==> config.mk <==
export PLATFORM = sky130hd
export DESIGN_NAME = power_ctrl
export DESIGN_NICKNAME = d
export VERILOG_FILES = /design/src/rtl/power_pkg.sv /design/src/rtl/btn_debounce.sv /design/src/rtl/power_ctrl.sv
export SDC_FILE = /design/constraint.sdc
export NUM_CORES = 1
export LEC_CHECK = 0
export ABC_AREA = 1
export CORE_MARGIN = 2
export CORE_UTILIZATION = 50
export CTS_BUF_LIST = sky130_fd_sc_hd__clkbuf_2 sky130_fd_sc_hd__clkbuf_4 sky130_fd_sc_hd__clkbuf_8
export DETAILED_ROUTE_END_ITERATION = 8
export MAX_ROUTING_LAYER = met4
export PLACE_DENSITY = 0.63
export REMOVE_ABC_BUFFERS = 1
export SLEW_MARGIN = 25
export SYNTH_ARGS = -nofsm -noshare
export SYNTH_HDL_FRONTEND = slang
export SYNTH_SLANG_ARGS = --single-unit
==> constraint.sdc <==
create_clock -name clk -period 2.9 [get_ports clk]
set_clock_uncertainty 0.15 [all_clocks]
set_input_delay 0.58 -clock clk [delete_from_list [all_inputs] [get_ports clk]]
set_output_delay 0.58 -clock clk [all_outputs]
set_load 0.005 [all_outputs]
==> src/rtl/power_pkg.sv <==
// rtl/power_pkg.sv - shared state types and default 100 MHz timing for power_ctrl
//
// Purpose : FSM state enum, gesture-direction enum and default cycle counts
//           used by power_ctrl and its test environment.
// Ports   : none (package).
package power_pkg;

  typedef enum logic [2:0] {
    OFF,
    ON_HELD,
    ON,
    ON_LONG,
    OFF_HELD
  } pwr_state_t;

  typedef enum logic [1:0] {
    NONE,
    L,
    R
  } gest_dir_t;

  // 20 ms debounce, 3 s long press, 5 s gesture window at 100 MHz
  localparam int DEF_DEBOUNCE_CYC = 2_000_000;
  localparam int DEF_LONG_CYC     = 300_000_000;
  localparam int DEF_WINDOW_CYC   = 500_000_000;

endpackage

==> src/rtl/btn_debounce.sv <==
// rtl/btn_debounce.sv - button synchroniser, debouncer and rise-edge event
//
// Purpose : brings a raw asynchronous button into the clk domain through a
//           2-flop synchroniser, filters bounce, and flags rising edges of the
//           filtered level.
// Ports   : clk    in  system clock
//           rst_n  in  synchronous active-low reset
//           btn    in  raw button, active-high, asynchronous
//           level  out debounced button level
//           rise   out one-cycle strobe on a debounced 0->1 change
module btn_debounce #(
  parameter int DEBOUNCE_CYC = 2_000_000
) (
  input  logic clk,
  input  logic rst_n,
  input  logic btn,
  output logic level,
  output logic rise
);

  localparam int CW = $clog2(DEBOUNCE_CYC + 1);
  localparam logic [CW-1:0] CNT_MAX = CW'(DEBOUNCE_CYC);

  logic          sync1;
  logic          sync2;
  logic          level_q;
  logic [CW-1:0] cnt;

  always_ff @(posedge clk) begin
    if (!rst_n) begin
      sync1   <= 1'b0;
      sync2   <= 1'b0;
      level   <= 1'b0;
      level_q <= 1'b0;
      cnt     <= '0;
    end else begin
      sync1   <= btn;
      sync2   <= sync1;
      level_q <= level;
      // Count cycles where the synchronised value disagrees with the filtered
      // level; any agreement (a bounce back) restarts the count from zero.
      if (sync2 == level) begin
        cnt <= '0;
      end else if (cnt == CNT_MAX) begin
        level <= sync2;
        cnt   <= '0;
      end else begin
        cnt <= cnt + CW'(1);
      end
    end
  end

  // level_q is the previous filtered level, so this is high for one cycle only
  assign rise = level & ~level_q;

endmodule

==> src/rtl/power_ctrl.sv <==
// rtl/power_ctrl.sv - power-state controller for the front-panel power button
//
// Purpose : short press turns the unit on, a sustained long press turns it
//           off; optional two-button gesture (left/right) when the macro
//           POWER_GESTURE_EN is defined.
// Ports   : clk        in  system clock
//           rst_n      in  synchronous active-low reset
//           btn_power  in  raw power button, active-high, asynchronous
//           btn_left   in  raw left button (gesture build only)
//           btn_right  in  raw right button (gesture build only)
//           power_on   out registered power level to the output stage
//           on_pulse   out one-cycle strobe when power_on rises
//           off_pulse  out one-cycle strobe when power_on falls
module power_ctrl
  import power_pkg::*;
#(
  parameter int DEBOUNCE_CYC = DEF_DEBOUNCE_CYC,
  parameter int LONG_CYC     = DEF_LONG_CYC,
  parameter int WINDOW_CYC   = DEF_WINDOW_CYC
) (
  input  logic clk,
  input  logic rst_n,
  input  logic btn_power,
  input  logic btn_left,
  input  logic btn_right,
  output logic power_on,
  output logic on_pulse,
  output logic off_pulse
);

  localparam int HW = $clog2(LONG_CYC + 1);
  localparam logic [HW-1:0] HOLD_MAX = HW'(LONG_CYC);

  logic pwr_lvl, pwr_rise;
  logic left_lvl, left_rise;
  logic right_lvl, right_rise;

  btn_debounce #(.DEBOUNCE_CYC(DEBOUNCE_CYC)) u_db_power (
    .clk(clk), .rst_n(rst_n), .btn(btn_power), .level(pwr_lvl), .rise(pwr_rise)
  );
  btn_debounce #(.DEBOUNCE_CYC(DEBOUNCE_CYC)) u_db_left (
    .clk(clk), .rst_n(rst_n), .btn(btn_left), .level(left_lvl), .rise(left_rise)
  );
  btn_debounce #(.DEBOUNCE_CYC(DEBOUNCE_CYC)) u_db_right (
    .clk(clk), .rst_n(rst_n), .btn(btn_right), .level(right_lvl), .rise(right_rise)
  );

  pwr_state_t    state, state_nxt;
  logic [HW-1:0] hold_cnt, hold_nxt;
  logic          power_nxt;
  logic          gest_hit_on;
  logic          gest_hit_off;

`ifdef POWER_GESTURE_EN
  localparam int WW = $clog2(WINDOW_CYC + 1);
  localparam logic [WW-1:0] WIN_MAX = WW'(WINDOW_CYC);

  gest_dir_t     dir, dir_nxt;
  logic [WW-1:0] win, win_nxt;
  logic          unused_lvls;

  assign unused_lvls = left_lvl ^ right_lvl;

  // A completion edge is accepted while the window has not yet run out,
  // including the cycle in which it steps from 1 to 0.
  assign gest_hit_on  = (state == OFF) && (dir == L) && right_rise && (win != '0);
  assign gest_hit_off = (state == ON)  && (dir == R) && left_rise  && (win != '0);

  always_comb begin
    dir_nxt = dir;
    win_nxt = win;
    if (win != '0) begin
      win_nxt = win - WW'(1);
    end
    if ((dir != NONE) && (win == '0)) begin
      dir_nxt = NONE;
    end
    if ((state == OFF) && left_rise) begin
      dir_nxt = L;
      win_nxt = WIN_MAX;
    end else if ((state == ON) && right_rise) begin
      dir_nxt = R;
      win_nxt = WIN_MAX;
    end
    // Any power change, or leaving the idle OFF/ON states, drops the gesture.
    if ((power_nxt != power_on) || ((state_nxt != OFF) && (state_nxt != ON))) begin
      dir_nxt = NONE;
      win_nxt = '0;
    end
  end

  always_ff @(posedge clk) begin
    if (!rst_n) begin
      dir <= NONE;
      win <= '0;
    end else begin
      dir <= dir_nxt;
      win <= win_nxt;
    end
  end
`else
  logic unused_inputs;

  assign unused_inputs = left_lvl ^ left_rise ^ right_lvl ^ right_rise ^ (WINDOW_CYC > 0);
  assign gest_hit_on   = 1'b0;
  assign gest_hit_off  = 1'b0;
`endif

  always_comb begin
    state_nxt = state;
    hold_nxt  = hold_cnt;
    power_nxt = power_on;
    case (state)
      OFF: begin
        if (pwr_rise) begin
          state_nxt = ON_HELD;
          power_nxt = 1'b1;
        end
      end
      ON_HELD: begin
        if (!pwr_lvl) begin
          state_nxt = ON;
        end
      end
      ON: begin
        if (pwr_lvl) begin
          state_nxt = ON_LONG;
          hold_nxt  = '0;
        end
      end
      ON_LONG: begin
        if (!pwr_lvl) begin
          state_nxt = ON;
        end else begin
          hold_nxt = (hold_cnt == HOLD_MAX) ? hold_cnt : hold_cnt + HW'(1);
          if (hold_nxt == HOLD_MAX) begin
            state_nxt = OFF_HELD;
            power_nxt = 1'b0;
          end
        end
      end
      OFF_HELD: begin
        if (!pwr_lvl) begin
          state_nxt = OFF;
        end
      end
      default: begin
        state_nxt = OFF;
        power_nxt = 1'b0;
      end
    endcase
    // Gestures only act when the power button caused no transition this cycle.
    if (state_nxt == state) begin
      if (gest_hit_on) begin
        state_nxt = ON;
        power_nxt = 1'b1;
      end else if (gest_hit_off) begin
        state_nxt = OFF;
        power_nxt = 1'b0;
      end
    end
  end

  always_ff @(posedge clk) begin
    if (!rst_n) begin
      state     <= OFF;
      hold_cnt  <= '0;
      power_on  <= 1'b0;
      on_pulse  <= 1'b0;
      off_pulse <= 1'b0;
    end else begin
      state     <= state_nxt;
      hold_cnt  <= hold_nxt;
      power_on  <= power_nxt;
      on_pulse  <= power_nxt & ~power_on;
      off_pulse <= ~power_nxt & power_on;
    end
  end

endmodule

# After elaboration in Yosys (flattened, before gate mapping)

Index checks and enable logic that the tools add are counted.

Bits in registers: 60
Input bits: 5
Output and inout port bits: 3
Logic and storage cells: 56

$add $sub $neg: 2
Equality and inequality tests: 14
Mux-type cells: 15
Bitwise gates (word level): 8
Reductions and logical operators: 7

Operators with widths:

| kind                    | count |
|---|---|
| $mux W29                | 3 |
| $eq A29 B29 Y1 const B  | 2 |
| $pmux W29 S2            | 1 |
| $add A29 B1 Y29 const B | 1 |
| $add A21 B1 Y21 const B | 1 |
| $eq A21 B21 Y1 const B  | 1 |
| $mux W3                 | 6 |
| $pmux W3 S5             | 1 |
| $eq A3 B2 Y1 const B    | 2 |
| $ne A2 B2 Y1 const B    | 3 |
| $reduce_or A3 Y1        | 2 |
| $not A1 Y1              | 5 |
| $reduce_and A5 Y1       | 1 |
| $ne A2 B1 Y1 const B    | 2 |
| $and A1 B1 Y1           | 3 |
| $eq A3 B1 Y1 const B    | 1 |
| $eq A3 B3 Y1 const B    | 1 |
| $logic_not A3 Y1        | 1 |
| $mux W1                 | 3 |
| $ne A3 B3 Y1 const B    | 1 |
| $pmux W1 S3             | 1 |
| $reduce_and A3 Y1       | 1 |
| $reduce_and A2 Y1       | 1 |
| $reduce_bool A2 Y1      | 1 |
| $eq A1 B1 Y1            | 1 |

# Depth between registers and ports, before layout

Gate-level depths: netlist (run 1).

Depth after elaboration: 8
Gate-level depth with buffers: 19
Mapped depth without buffers: 18

# By module

From an unflattened synthesis (run 1), not the netlist that was laid out.

Cell total of the unflattened synthesis: 676
Area, all modules: 4141.5 µm²

Modules (own cells, without submodules):

| module       | instances | cells each | area each (µm²) |
|---|---|---|---|
| power_ctrl   | 1         | 474        | 2800.2 |
| btn_debounce | 1         | 202        | 1341.3 |

# Worst setup path after synthesis (run 1)

No wires, ideal clock.

Kind: reg2reg
From: reg hold_cnt[0]
To: reg off_pulse
Library setup time: 0.065 ns
Data arrival time: 1.965 ns
Data required time: 2.685 ns
Setup slack: 0.720 ns
Stages on the path, launching flop included: 16
Path buffers: 0
Clock period less this slack: 2.180 ns
Path through: dfxtp_1 -> ha_1 -> inv_1 -> nor2_2 -> nand2_2 -> nor2_2 -> nand3b_1 -> xor2_1 -> nand3_1 -> nor2_1 -> nand2_1 -> nand2_1 -> nand3_1 -> nand2_2 -> nand2_1 -> nor2_1

Word-level cells in the longest chain between the ends: 8
Elaborated cells between the ends (all ways): 9

RTL lines:

| item                                                     | RTL line          | RTL |
|---|---|---|
| start, declared                                          | power_ctrl.sv:49  | `logic [HW-1:0] hold_cnt, hold_nxt;` |
| start signal, assigned                                   | power_ctrl.sv:173 | `hold_cnt <= hold_nxt;` |
| $add A29 B1 Y29 / $eq A29 B29 Y1 (equally long branches) | power_ctrl.sv:135 | `hold_nxt = (hold_cnt == HOLD_MAX) ? hold_cnt : hold_cnt + HW'(1);` |
| $mux W29 (*)                                             | power_ctrl.sv:135 |  |
| $eq A29 B29 Y1 (*)                                       | power_ctrl.sv:136 | `if (hold_nxt == HOLD_MAX) begin` |
| $mux W1 (*)                                              | power_ctrl.sv:136 |  |
| $mux W1 (*)                                              | power_ctrl.sv:132 | `if (!pwr_lvl) begin` |
| $pmux W1 S3 (*)                                          | power_ctrl.sv:113 | `case (state)` |
| $not A1 Y1 (*)                                           | power_ctrl.sv:176 | `off_pulse <= ~power_nxt & power_on;` |
| $and A1 B1 Y1 (*)                                        | power_ctrl.sv:176 |  |
| end signal, assigned                                     | power_ctrl.sv:176 |  |
| end, declared                                            | power_ctrl.sv:28  | `output logic off_pulse` |

Every way passes the cells marked *; elsewhere a longest branch is shown, timed or not.
A chain may end at the register's enable or synchronous reset.

# Worst setup path after layout (run 1)

From: reg hold_cnt[1]
To: reg state[1]

Word-level cells in the longest chain between the ends: 5
Elaborated cells between the ends (all ways): 6

RTL lines:

| item                                                     | RTL line          | RTL |
|---|---|---|
| $add A29 B1 Y29 / $eq A29 B29 Y1 (equally long branches) | power_ctrl.sv:135 |  |
| $mux W29 (*)                                             | power_ctrl.sv:135 |  |
| $eq A29 B29 Y1 (*)                                       | power_ctrl.sv:136 |  |
| $ne A3 B3 Y1 (no line) (*)                               | -                 |  |
| $reduce_and A5 Y1 (no line) (*)                          | -                 |  |
| end signal, assigned                                     | power_ctrl.sv:172 | `state <= state_nxt;` |
| end, declared                                            | power_ctrl.sv:48  | `pwr_state_t state, state_nxt;` |

Marks and branches as above.

==> flow_summary.ini, run 1 <==
[sta]
slew_violations = 0
fin_tns_setup_ps = 0
hold_violations = 0
tightest_slew_ps = 656.5
relSlewSlack_pct = 55.90
holdWs_ps = 281.3
fin_crit_sh_pct = 94.92
fmax_ghz = 0.3633
rsz0062_at_grt = no
setup_viol = 0
final.min_clock_period_ps = 2753

[drt]
drtAntennaViolNets = 0
drc = 0
drt_pass1_iterations = 5
wl_per_cell_um = 13.32
num_vias = 3869
postRouteWirelength_mm = 9.709
first_iter_violations = 261
routed_via_density = 5.307

[die]
core_mm2 = 0.007253
fp.dieW_um = 90.66
dieArea_mm2 = 0.008219
rows = 31
fp.dieH_um = 90.66
ios = 8
start_util_pct = 51.77

[clocking]
htreeDepth = 3
clk_pin_slew_worst_paths_ps = 80
numCtsBuffers = 9
cts_tree = yes
cts-root-buf = clkbuf_8
postCtsSetupRepairBufs = 0
clkLatencyLatePin_ps = 350
clockBufferDepth = 2
clkSinkCount = 60

[global_route]
grt_pass1_wl_mm = 16.42
first_global_vias = 3493
track_usage_pct = 25.68
overflow = 0
grt_max_degree = 33
antenna_found_initial = 0

[place]
gp_congestion = 0.9792
io_buffers = 5
dp_hpwl_mm = 7.322

[layout]
fin_nets = 634
antenna_cells = 0
drive_above_1_share_pct = 7.937
layout_commonest_cell = nand2_1
area_growth_pct = 11.23
final_cell_mix = nand2_1, nor2_1, inv_1

[power_and_ir_drop]
power_uw = 1791
power_density_mw_per_mm2 = 428.9
p_leak_uw = 0.001418
vdd_ir_drop_max_mv = 0.2872

[critical_path]
end_kind = flip-flop
reg2reg_depth = 13
r2r_setup_slack_ps = 150
cp-start-kind = flip-flop
worstPathRequired_ps = 3040
worstReg2RegEnd = state[1]
path_max_fanout = 6
r2r-start = hold_cnt[1]
timing.critical_path.from = hold_cnt[1]
arrival_ps = 2890
path_class = flip-flop to flip-flop

[yosys]
syn_inst = 615
synthArstFlopShare_pct = 0
yosys_warnings = 0
synth.avg_cell_area_um2 = 6.105
synth_edf_count = 0
synth.area.top_cells = dfxtp_1, nand2_1, nor2_1
synth_top_cell_by_area = dfxtp_1
synth.top_cell.area_share_pct = 31.99
synth-seq-cells = 60
netlist_area_mm2 = 0.003755
ys_types = 33
yosysSeqAreaShare_pct = 31.99
synthFlopType = dfxtp_1

[status]
status = finished clean

[hold_path]
holdPathEnd = u_db_power.sync2
hold_path_class = flip-flop to flip-flop
min-delay-start = u_db_power.sync1
hold_path_depth = 2

[job]
maxCapViolations = 0
## worst max-delay path, stage by stage, from the launching register on
cell and delay [ps]:
dfxtp_1 430, ha_2 320, nand3_1 130, nor2_1 290
xor2_1 180, nor3_1 300, nand3_1 170, nor2_1 190
nand2_1 130, nand3_2 110, nand3_2 70, nand2_1 80
inv_1 40, nor2_1 100
## routing by layer
metal | routed length (um) | up-vias | global-route usage, %
li1 | - | 1974 | -
met1 | 4894 | 1764 | 37.04
met2 | 4157 | 110 | 36.44
met3 | 486 | 21 | 3.422
met4 | 170 | 0 | 9.744
met5 | 0 | - | -
## where the power goes
part | switching, uW | internal [uW] | leakage [uW] | total (uW)
logic | 14.2 | 6.63 | 0.000814 | 20.8
registers | 0.866 | 825 | 0.000483 | 826
clock network | 362 | 582 | 0.000120 | 944
## cell usage after synthesis, types with 4 or more instances
library cell / n
nand2_1: 189
nor2_1: 90
inv_1: 75
dfxtp_1: 60
a21oi_1: 45
nand3_1: 30
nand4_1: 21
nor3_1: 21
xor2_1: 11
clkbuf_1: 10
nor2_2: 10
o21ai_0: 8
xnor2_1: 5
ha_1: 4
nand3_2: 4
nand3b_1: 4
nor4_1: 4
## kinds of logic after synthesis
group	Yosys count	synth area share, %
and+or+nand+nor	388	45.52
buffers and inverters	88	8.930
DFF	60	31.99
AOI/OAI and AO/OA	58	8.065
xor gates and xnor gates	17	4.165
adders and majority gates	4	1.333
## worst max path at each step
stage | end | slack, ps | cells past startpoint
floorplan | hold_cnt[11] | 520 | 7
global placement | off_pulse | 250 | 13
detailed placement | u_db_power.cnt[18] | 160 | 5
CTS | state[1] | 150 | 13
global route | state[1] | 20 | 13
finish | state[1] | 150 | 13
## state kept, by name, summed over array words and instances (netlist names)
signal              count
hold_cnt               29
u_db_power.cnt         21
state                   3
off_pulse               1
on_pulse                1
power_on                1
u_db_power.level        1
u_db_power.level_q      1
u_db_power.sync1        1
u_db_power.sync2        1
## area by class of cell
cell class                      instances  area (um^2)
Inverter                               76        285.3
Timing Repair Buffer                   11        95.09
Clock inverter                          6        111.4
Clock buffer                           10        131.4
Multi-Input combinational cell        467         2228
Tap cell                               99        123.9
Fill cell                             794         3077
Sequential cell                        60         1201
## stage by stage
stage	setup slack (ps)	cells	instance area, um^2	utilization [%]
floorplan	523.0	603	3705	-
global placement	247.1	713	3924	54.10
detailed placement	157.3	713	3924	54.10
CTS	146.8	729	4167	57.44
global route	16.35	729	4177	57.58
finish	147.2	729	4177	57.58
## what timing repair did
item | 4_1_cts | 5_1_grt
resized for setup | 0 | 2
setup endpoints to repair | 0 | 5
hold buffers | 0 | 0
(Power assumes the default switching activity.)
==> run 2: changes to the inputs <==
Settings changed: CTS_CLUSTER_DIAMETER set to 50.
==> results of run 2 <==
The final DEF is identical to that of run 1; final timing and power are the same.
==> run 3: changes to the inputs <==
Settings changed: SKIP_CTS_REPAIR_TIMING set to 1, SLEW_MARGIN 25 to 0.
==> results of run 3 <==
The final DEF is identical to that of run 1; final timing and power are the same.
